<file path="src/rtl/mux_in_seq.sv">
// Registered operand multiplexer for the FILTRO MAC input bus.
// Manual mode picks a slot by index; auto mode streams every slot with a valid/ready handshake.
module mux_in_seq #(
   parameter int unsigned cant_bits = 25,
   parameter int unsigned N_IN      = 6,
   parameter int unsigned SEL_W     = 4
) (
   input  logic                        clk,
   input  logic                        reset,
   input  logic [N_IN*cant_bits-1:0]   in_bus,
   input  logic                        modo,
   input  logic [SEL_W-1:0]            selec,
   input  logic                        start,
   input  logic                        ready,
   output logic signed [cant_bits-1:0] in,
   output logic                        valid,
   output logic [SEL_W-1:0]            idx,
   output logic                        busy,
   output logic                        done
);

   localparam logic [SEL_W-1:0] LAST_IDX = SEL_W'(N_IN - 1);

   typedef enum logic {IDLE, RUN} state_t;

   state_t               r_state;
   logic [cant_bits-1:0] w_man_data;
   logic [cant_bits-1:0] w_next_data;
   logic [cant_bits-1:0] w_first_data;
   logic [SEL_W-1:0]     w_idx_inc;
   logic                 w_man_legal;

   // Explicit compare-and-select keeps index widths independent of N_IN.
   function automatic logic [cant_bits-1:0] slot_at(input logic [SEL_W-1:0] s,
                                                   input logic [N_IN*cant_bits-1:0] bus);
      logic [cant_bits-1:0] v;
      v = '0;
      for (int unsigned k = 0; k < N_IN; k++) begin
         if (s == SEL_W'(k)) v = bus[k*cant_bits +: cant_bits];
      end
      return v;
   endfunction

   always_comb begin
      w_idx_inc    = idx + SEL_W'(1);
      w_man_legal  = 32'(selec) < N_IN;
      w_man_data   = slot_at(selec, in_bus);
      w_next_data  = slot_at(w_idx_inc, in_bus);
      w_first_data = in_bus[cant_bits-1:0];
   end

   // Single-process FSM; every output is a register updated here.
   always_ff @(posedge clk) begin
      if (!reset) begin
         r_state <= IDLE;
         in      <= '0;
         valid   <= 1'b0;
         idx     <= '0;
         busy    <= 1'b0;
         done    <= 1'b0;
      end else begin
         done <= 1'b0;
         if (r_state == IDLE) begin
            busy <= 1'b0;
            if (!modo) begin
               idx   <= selec;
               valid <= w_man_legal;
               in    <= w_man_legal ? w_man_data : '0;
            end else if (start) begin
               r_state <= RUN;
               busy    <= 1'b1;
               idx     <= '0;
               in      <= w_first_data;
               valid   <= 1'b1;
            end else begin
               valid <= 1'b0;
            end
         end else begin
            // Without a handshake everything holds and in_bus is not resampled.
            if (ready) begin
               if (idx == LAST_IDX) begin
                  r_state <= IDLE;
                  valid   <= 1'b0;
                  busy    <= 1'b0;
                  done    <= 1'b1;
               end else begin
                  idx <= w_idx_inc;
                  in  <= w_next_data;
               end
            end
         end
      end
   end

endmodule

</file>
<file path="config.mk">
export PLATFORM = sky130hd
export DESIGN_NAME = mux_in_seq
export DESIGN_NICKNAME = d
export VERILOG_FILES = /design/src/rtl/mux_in_seq.sv
export SDC_FILE = /design/constraint.sdc
export NUM_CORES = 1
export LEC_CHECK = 0
export CAP_MARGIN = 20
export CORE_MARGIN = 2
export CORE_UTILIZATION = 47
export CTS_CLUSTER_SIZE = 28
export DETAILED_ROUTE_END_ITERATION = 8
export MAX_ROUTING_LAYER = met4
export PLACE_DENSITY = 0.91
export SKIP_LAST_GASP = 1
export SYNTH_ARGS = -nofsm -noshare
export SYNTH_HDL_FRONTEND = slang
export SYNTH_SLANG_ARGS = --single-unit
export TNS_END_PERCENT = 1
</file>
<file path="constraint.sdc">
create_clock -name clk -period 4.7 [get_ports clk]
set_clock_uncertainty 0.15 [all_clocks]
set_input_delay 0.94 -clock clk [delete_from_list [all_inputs] [get_ports clk]]
set_output_delay 0.94 -clock clk [all_outputs]
set_load 0.01 [all_outputs]
</file>
After elaboration in Yosys (flattened, before gate mapping). Index checks and enable logic that the tools add are counted.

Output and inout bits: 32. Memory bits (writable): 0. Flip-flop bits (word level): 33. ROM bits: 0. Input bits: 159. Word-level logic and storage cells: 62. Bits in latches: 0. Memories: 0.

Eq/ne operators: 15. Div/mod/pow operators: 0. $lt $le $gt $ge: 1. $add $sub $neg: 1. Reduce and logical (&&, ||, !) cells: 5. Mux-type cells: 34. Shift operators: 0. Bitwise gates (word level): 0. Multiply operators: 0.

Operators by type and width (count): $mux W25 (18); $eq A4 B3 Y1 const B (5); $mux W4 (5); $eq A4 B2 Y1 const B (4); $mux W1 (11); $eq A4 B1 Y1 const B (2); $logic_not A4 Y1 (2); $reduce_and A3 Y1 (2); $add A4 B1 Y4 const B (1); $lt A4 B3 Y1 const B (1); $ne A2 B2 Y1 const B (2); $ne A3 B1 Y1 const B (1); $ne A2 B1 Y1 const B (1); $reduce_and A2 Y1 (1).

Logic depth before layout (Yosys ltp). Gate-level depths: netlist (run 1).

Depth in word-level cells: 11. Mapped depth: 10. Gate-level depth less buffers: 7.

Worst setup path after synthesis (run 1). No wires, ideal clock.

Path type: in2reg. Start: input modo. End: register in[22]. Library setup time: 0.075 ns. Buffers on the path: 1. Setup slack: 2.218 ns. Arrival: 2.258 ns. Data required time: 4.475 ns. Stages on the path: 6. Path through: buf_2 -> or4b_4 -> nor3_2 -> a32o_1 -> a211oi_1 -> o22ai_1.

Cells in the longest elaborated chain, start to end: 2. Elaborated cells on any way between the ends: 4. Classes of those cells: 1 x eq/ne; 2 x mux; 1 x reduce/logical.

Ends and longest elaborated chain: start, declared (line 11) `input logic modo,`; $ne A3 B1 Y1 (no line) / $mux W25 (equally long branches); $reduce_and A3 Y1 (no line) / $mux W25 (equally long branches); end signal, assigned (line 68) `in <= w_man_legal ? w_man_data : '0;`; end signal, assigned (line 73) `in <= w_first_data;`; end signal, assigned (line 88) `in <= w_next_data;`; end, declared (line 15) `output logic signed [cant_bits-1:0] in,`.

Parallel ways exist; a longest one is shown, timed or not. A chain may end at the register's enable or synchronous reset.

Worst setup path after layout (run 1).
Start: input start. End: register in[21].

Cells in the longest elaborated chain, start to end: 2.

Ends and longest elaborated chain: start, declared (line 13) `input logic start,`; $ne A3 B1 Y1 (no line); $reduce_and A3 Y1 (no line).

No other way between the ends.

==> run metrics, run 1 <==
hpwl dp=13.3 mm; max cap viols=0; Max Slew Vio Count=0; Final min period=3.49 ns; largest net degree at the start of global routing=53; Clk pwr share=19.1%; Die Area=9850 um2; reg-to-reg startpoint=idx[0]; fill count=672; setup bufs post-CTS=0; global-route wire length before repair=30.2 mm; NumNets Final=899; mapped cell area=4260 um2; sw frac=39.5%; ANT nets after route=0; DRC=7; Skew-Pair Late Insertion Delay=0.30 ns; cell area power density=202 nW/um2; Die Wd=99.3 um; Via density=7.51; Ys Warns=0; Rows=34; reg2reg end=in[2]; Reg2Reg Setup Slack=1.32 ns; Initial DRT Pass Iterations=9; Core ar.=8760 um2; Lkg Pwr=2.24 nW; Worst Max-Slew Pin Slew=1.19 ns; failing checks=DRC; Flop pwr share=27.2%; Worst-path clk slew=0.08 ns; CP max FO=21; Req. time, crit path=4.76 ns; CP Class=in2reg; Ports=191; Yosys cell types=53; highest-count cells in the layout ignoring fill and taps=clkdlybuf4s50_1 (189), o21ai_0 (71), nand2_1 (65); Hold Startpoint=busy; max_slew headroom=20.4%; worst path arrival time=3.54 ns; CTS tree=built; grt ovf=0; most common cell after layout, fill and taps aside=clkdlybuf4s50_1; port bufs=190; placer congestion estimate=0.975; CTS Buffer Depth=2; Die Ht=99.3 um; Avg WL per Cell=23.5 um; antenna violations before repair=0; post-synthesis sequential area ratio=15.5%; hold_buf cts=0; TritonCTS Sinks=33; H-tree depth=2; Reg2Reg Depth=7; Initial DRC Count=921; Final Hold Fails=0; Area Overhead vs Synth=46.6%; Total Power=0.00126 W; Cells after Synth=596; Hold EP=busy; Final period util=74.2%; Root Buffer=clkbuf_8; status=finished with violations; Hold Crit Depth=2; Global Route Usage Sum=38.8%; layout cells sized above 1=5.44%; setup_tns=0 ns; Seq cells post-synth=33; vias=6,328; vias in the first global route=5,963; synthesized net count=760; Post-synth EDFFs=0; internal power=0.000763 W; RSZ-0062 raised after global routing=false; ANT cells=0; Max Fclk=287 MHz; P_sw=0.000498 W; Comb power frac=53.7%; Starting Density=48.7%; asr flop ratio synth=0%; crit path launch type=input pin; Worst setup EP type=flip-flop; overall routed net length=19.8 mm; Mapped Avg Cell Area=7.15 um2; dominant synthesized flop cell=dfxtp_1; Post-CTS Resized=0; maximum VDD drop=103 uV; hold crit path type=reg2reg; CTS Buf Count=5; endpoints failing setup=0
final cells by class:
cell class              count  area, um2  area share [%]
multi-input cells         486       3310            53.0
repair buffers            202       2030            32.5
flip-flops and latches     33        661            10.6
well taps                 108        135            2.16
clock buffers               7       86.3            1.38
inverters                   7       26.3           0.420
per-stage QoR:
stage,hold slack [ns],utilization (%),cell area [um2],std cells,setup slack [ns]
after global placement,0.314,69.6,6100,833,1.19
after floorplan,0.349,-,4260,596,2.22
after CTS,0.330,70.9,6210,841,1.42
after global routing,0.365,71.3,6250,843,1.18
after detailed placement,0.320,69.9,6130,834,1.13
final,0.330,71.3,6250,843,1.21
registers in the layout, indices dropped and copies added, names as in the netlist:
signal	flops
in	25
idx	4
busy	1
done	1
r_state	1
valid	1
worst max-delay path, stage by stage:
cell,delay (ns)
clkdlybuf4s50_1,0.81
inv_1,0.45
and2_1,0.31
nor2_2,0.35
buf_4,0.36
o21ai_0,0.12
o22ai_1,0.18
synth_stat cells, types with 2 or more instances:
cell type   n  share of area [%]
o21ai_0    71                8.3
nand2_1    65                5.7
a21oi_1    47                5.5
clkbuf_1   43                3.8
o221ai_1   37                7.6
a22oi_1    36                6.3
dfxtp_1    33                 15
a222oi_1   28                6.6
o22ai_1    25                3.7
a21o_1     24                4.2
mux2i_1    22                5.2
buf_2      20                2.3
and2_1     17                2.5
a211oi_1   15                2.6
nor2_1     11               0.97
nand2b_1    9                1.3
a221o_1     8                1.9
a221oi_1    8                1.6
inv_1       7               0.62
nor2b_1     6               0.88
a21boi_0    5               0.88
ha_1        5                1.5
buf_1       4               0.35
mux2_2      4                1.1
o311a_1     4               0.94
and3b_1     3               0.62
nor3b_1     3               0.53
o21a_1      3               0.53
a31o_2      2               0.41
a31oi_1     2               0.29
a32o_1      2               0.47
clkbuf_2    2               0.23
nand3_1     2               0.23
nor3_1      2               0.23
nor4_1      2               0.29
o31ai_1     2               0.35
metal layers:
layer  GRT usage (%)  wire length, um
met1            48.6             6910
met3            7.52             3200
met4            18.1              822
met2            60.2             8900
met5               -                0
power by group through the flow:
| stage | Sequential (W) | Clock (W) | Combinational (W) |
|---|---|---|---|
| final | 0.000343 | 0.000241 | 0.000677 |
| after global routing | 0.000345 | 0.000241 | 0.000716 |
| after floorplan | 0.000347 | 0 | 0.000337 |
| after global placement | 0.000346 | 0 | 0.000631 |
| after detailed placement | 0.000346 | 0 | 0.000645 |
| after CTS | 0.000341 | 0.000232 | 0.000649 |
logic make-up (layout without fill, tap and decap cells):
logic type      Yosys count  after routing  synth area share (%)
compound gates          327            327                  54.4
fa+ha+maj                 5              5                  1.47
buf+inv                  77            216                  7.51
flops                    33             33                  15.5
mux                      26             26                  6.22
simple gates            128            128                  14.9
worst max path at each step:
stage / to / cells after the start / start / slack (ns)
final: in[21] / 7 / start / 1.21
after floorplan: in[22] / 6 / modo / 2.22
after detailed placement: in[1] / 6 / selec[1] / 1.13
after global routing: in[24] / 7 / idx[0] / 1.18
after CTS: in[21] / 7 / start / 1.42
after global placement: idx[1] / 7 / start / 1.19
Note: power is estimated with default switching activity, not from simulation.
==> run 2, diff against run 1 <==
Settings changed: CORE_UTILIZATION 47 to 43, PLACE_DENSITY 0.91 to 0.84.
Clock period 4.7 ns to 3.6 ns, I/O delays scaled along.
==> run 2 against run 1 <==
Non-clock buffer count up 11. Largest cell class unchanged. First-iteration DRC count increased by 9.0%. The flow now finishes without violations. Combinational power up 31%. Critical endpoint is now in[4]. Final area rose by 1.3%. Critical path depth is 1 lower. Hold slack improved by 0.0053 ns. Cell count grew 4.4%. Clock power up 40%. Power up 32%. Via count shrank 1.2%. Global-route usage down 1.3 points.
==> run metrics, run 2 (synthesis gave the netlist of run 1 again) <==
port bufs=190 (unchanged); layout cells sized above 1=7.10% (+1.7 points); Worst setup EP type=flip-flop; Initial DRC Count=1,004 (+9.0%); vias=6,251 (-1.2%); overall routed net length=20.2 mm (+1.7%); maximum VDD drop=173 uV (+68%); Die Wd=104 um (+4.4%); setup bufs post-CTS=0 (unchanged); Ports=191 (unchanged); most common cell after layout, fill and taps aside=clkdlybuf4s50_1; Worst path max stage delay=0.58 ns (-0.23 ns); Post-Place Setup Slack=0.534 ns (-0.595 ns); Post-Route Utilization=65.4% (-5.9 points); global-route wire length before repair=32.4 mm (+7.3%); reg-to-reg startpoint=idx[0]; setup_tns=0 ns (unchanged); final setup margin=0.707 ns (-0.506 ns); Lkg Pwr=2.28 nW (+2.1%); reg2reg end=in[4]; met2 Usage GRT=59.5% (-0.68 points); TritonCTS Sinks=33 (unchanged); max_slew headroom=31.7% (+11 points); CP max-delay cell=dfxtp_1; endpoints failing setup=0 (unchanged); Root Buffer=clkbuf_8; largest net degree at the start of global routing=52 (-1.9%); status=finished clean; layer carrying the most global-route usage=met2; highest-count cells in the layout ignoring fill and taps=clkdlybuf4s50_1 (189), o21ai_0 (71), nand2_1 (65); Hold Crit Depth=2 (unchanged); Avg WL per Cell=22.9 um (-2.5%); ANT nets after route=0 (unchanged); hpwl dp=13.7 mm (+3.1%); Req. time, crit path=3.63 ns (-1.13 ns); Core ar.=9680 um2 (+11%); CP max FO=25 (+19%); largest registers=in: 25 flops, idx: 4 flops; Worst Max-Slew Pin Slew=1.02 ns (-0.173 ns); ANT cells=0 (unchanged); Most flops, register=in; Max Slew Vio Count=0 (unchanged); hold crit path type=reg2reg; vias in the first global route=6,313 (+5.9%); Global Route Usage Sum=37.5% (-1.3 points); CTS tree=built; Via density=7.10 (-5.4%); NumNets Final=910 (+1.2%); Worst-path clk slew=0.08 ns (about the same); Reg2Reg Setup Slack=0.71 ns (-0.61 ns); RSZ-0062 raised after global routing=false; Max Fclk=346 MHz; H-tree depth=2 (unchanged); max cap viols=0 (unchanged); Final period util=80.3%; Die Ht=104 um (+4.4%); max reg flops=25 (unchanged); antenna violations before repair=0 (unchanged); CTS Buf Count=5 (unchanged); Cell Chain, Critical Path=ha_1 > or3b_2 > o41ai_4 > nand2_2 > o221ai_1 > o22ai_1; CP Class=reg2reg; CTS Buffer Depth=2 (unchanged); worst path arrival time=2.92 ns (-0.62 ns); Die Area=10,700 um2 (+8.9%); placer congestion estimate=0.957 (-1.9%); hold_buf cts=0 (unchanged); Starting Density=44.0% (-4.6 points); cell area power density=263 nW/um2 (+31%); DRC=0 (-7); Skew-Pair Late Insertion Delay=0.30 ns (about the same); grt ovf=0 (unchanged); Rows=36 (+5.9%); Initial DRT Pass Iterations=7 (-2); Final min period=2.89 ns; Hold Startpoint=busy; Hold EP=busy; Reg2Reg Depth=6 (-1); crit path launch type=flip-flop; Area Overhead vs Synth=48.6%; met3 Use GR=7.93% (+0.41 points); met1 usage=46.5% (-2.1 points); Final Hold Fails=0 (unchanged); Post-CTS Resized=0 (unchanged)
## run 2: area by class of cell
class	count	area (um2)
sequential	33	661
tap	133	166
clock buffer	7	96.3
inverter	7	26.3
clock inverter	1	5.00
timing repair buffer	213	2070
fill	827	3350
multi-input combinational	486	3310
## run 2: report_power, final
part | internal, W | switching, W | total (W)
sequential | 0.000403 | 0.0000454 | 0.000448
combinational | 0.000441 | 0.000442 | 0.000884
clock | 0.000173 | 0.000164 | 0.000337
total | 0.00102 | 0.000652 | 0.00167
## run 2: worst max-delay path by stage
stage / start / endpoint / slack (ns) / cells after the start
floorplan: idx[1] / in[17] / 1.27 / 8
global placement: selec[2] / in[23] / 0.59 / 6
detailed placement: selec[2] / in[23] / 0.53 / 6
CTS: idx[1] / in[19] / 0.79 / 6
global route: selec[1] / in[24] / 0.64 / 7
finish: idx[0] / in[4] / 0.71 / 6
## run 2: layer usage
layer  wire (um)  up-vias
met5           0        -
met4         628        0
met3        2750       93
met2        9320      589
met1        7480     2876
li1            -     2693
## run 2: per-stage QoR
stage	std cells	instance area, um2	total power, W	hold slack, ns
after floorplan	596	4260	0.000893	0.349
after global placement	872	6230	0.00129	0.319
after detailed placement	872	6230	0.00131	0.330
after CTS	880	6340	0.00163	0.341
after global routing	880	6340	0.00174	0.360
final	880	6340	0.00167	0.335
## run 2: worst max-delay path: cells and delay by family (launching register included)
family / cells / cell delay, ns
AND/OR/NAND/NOR: 2 / 0.95
adder cells (fa/ha/maj): 1 / 0.48
AO/OA/AOI/OAI: 3 / 0.60
flip-flops: 1 / 0.58
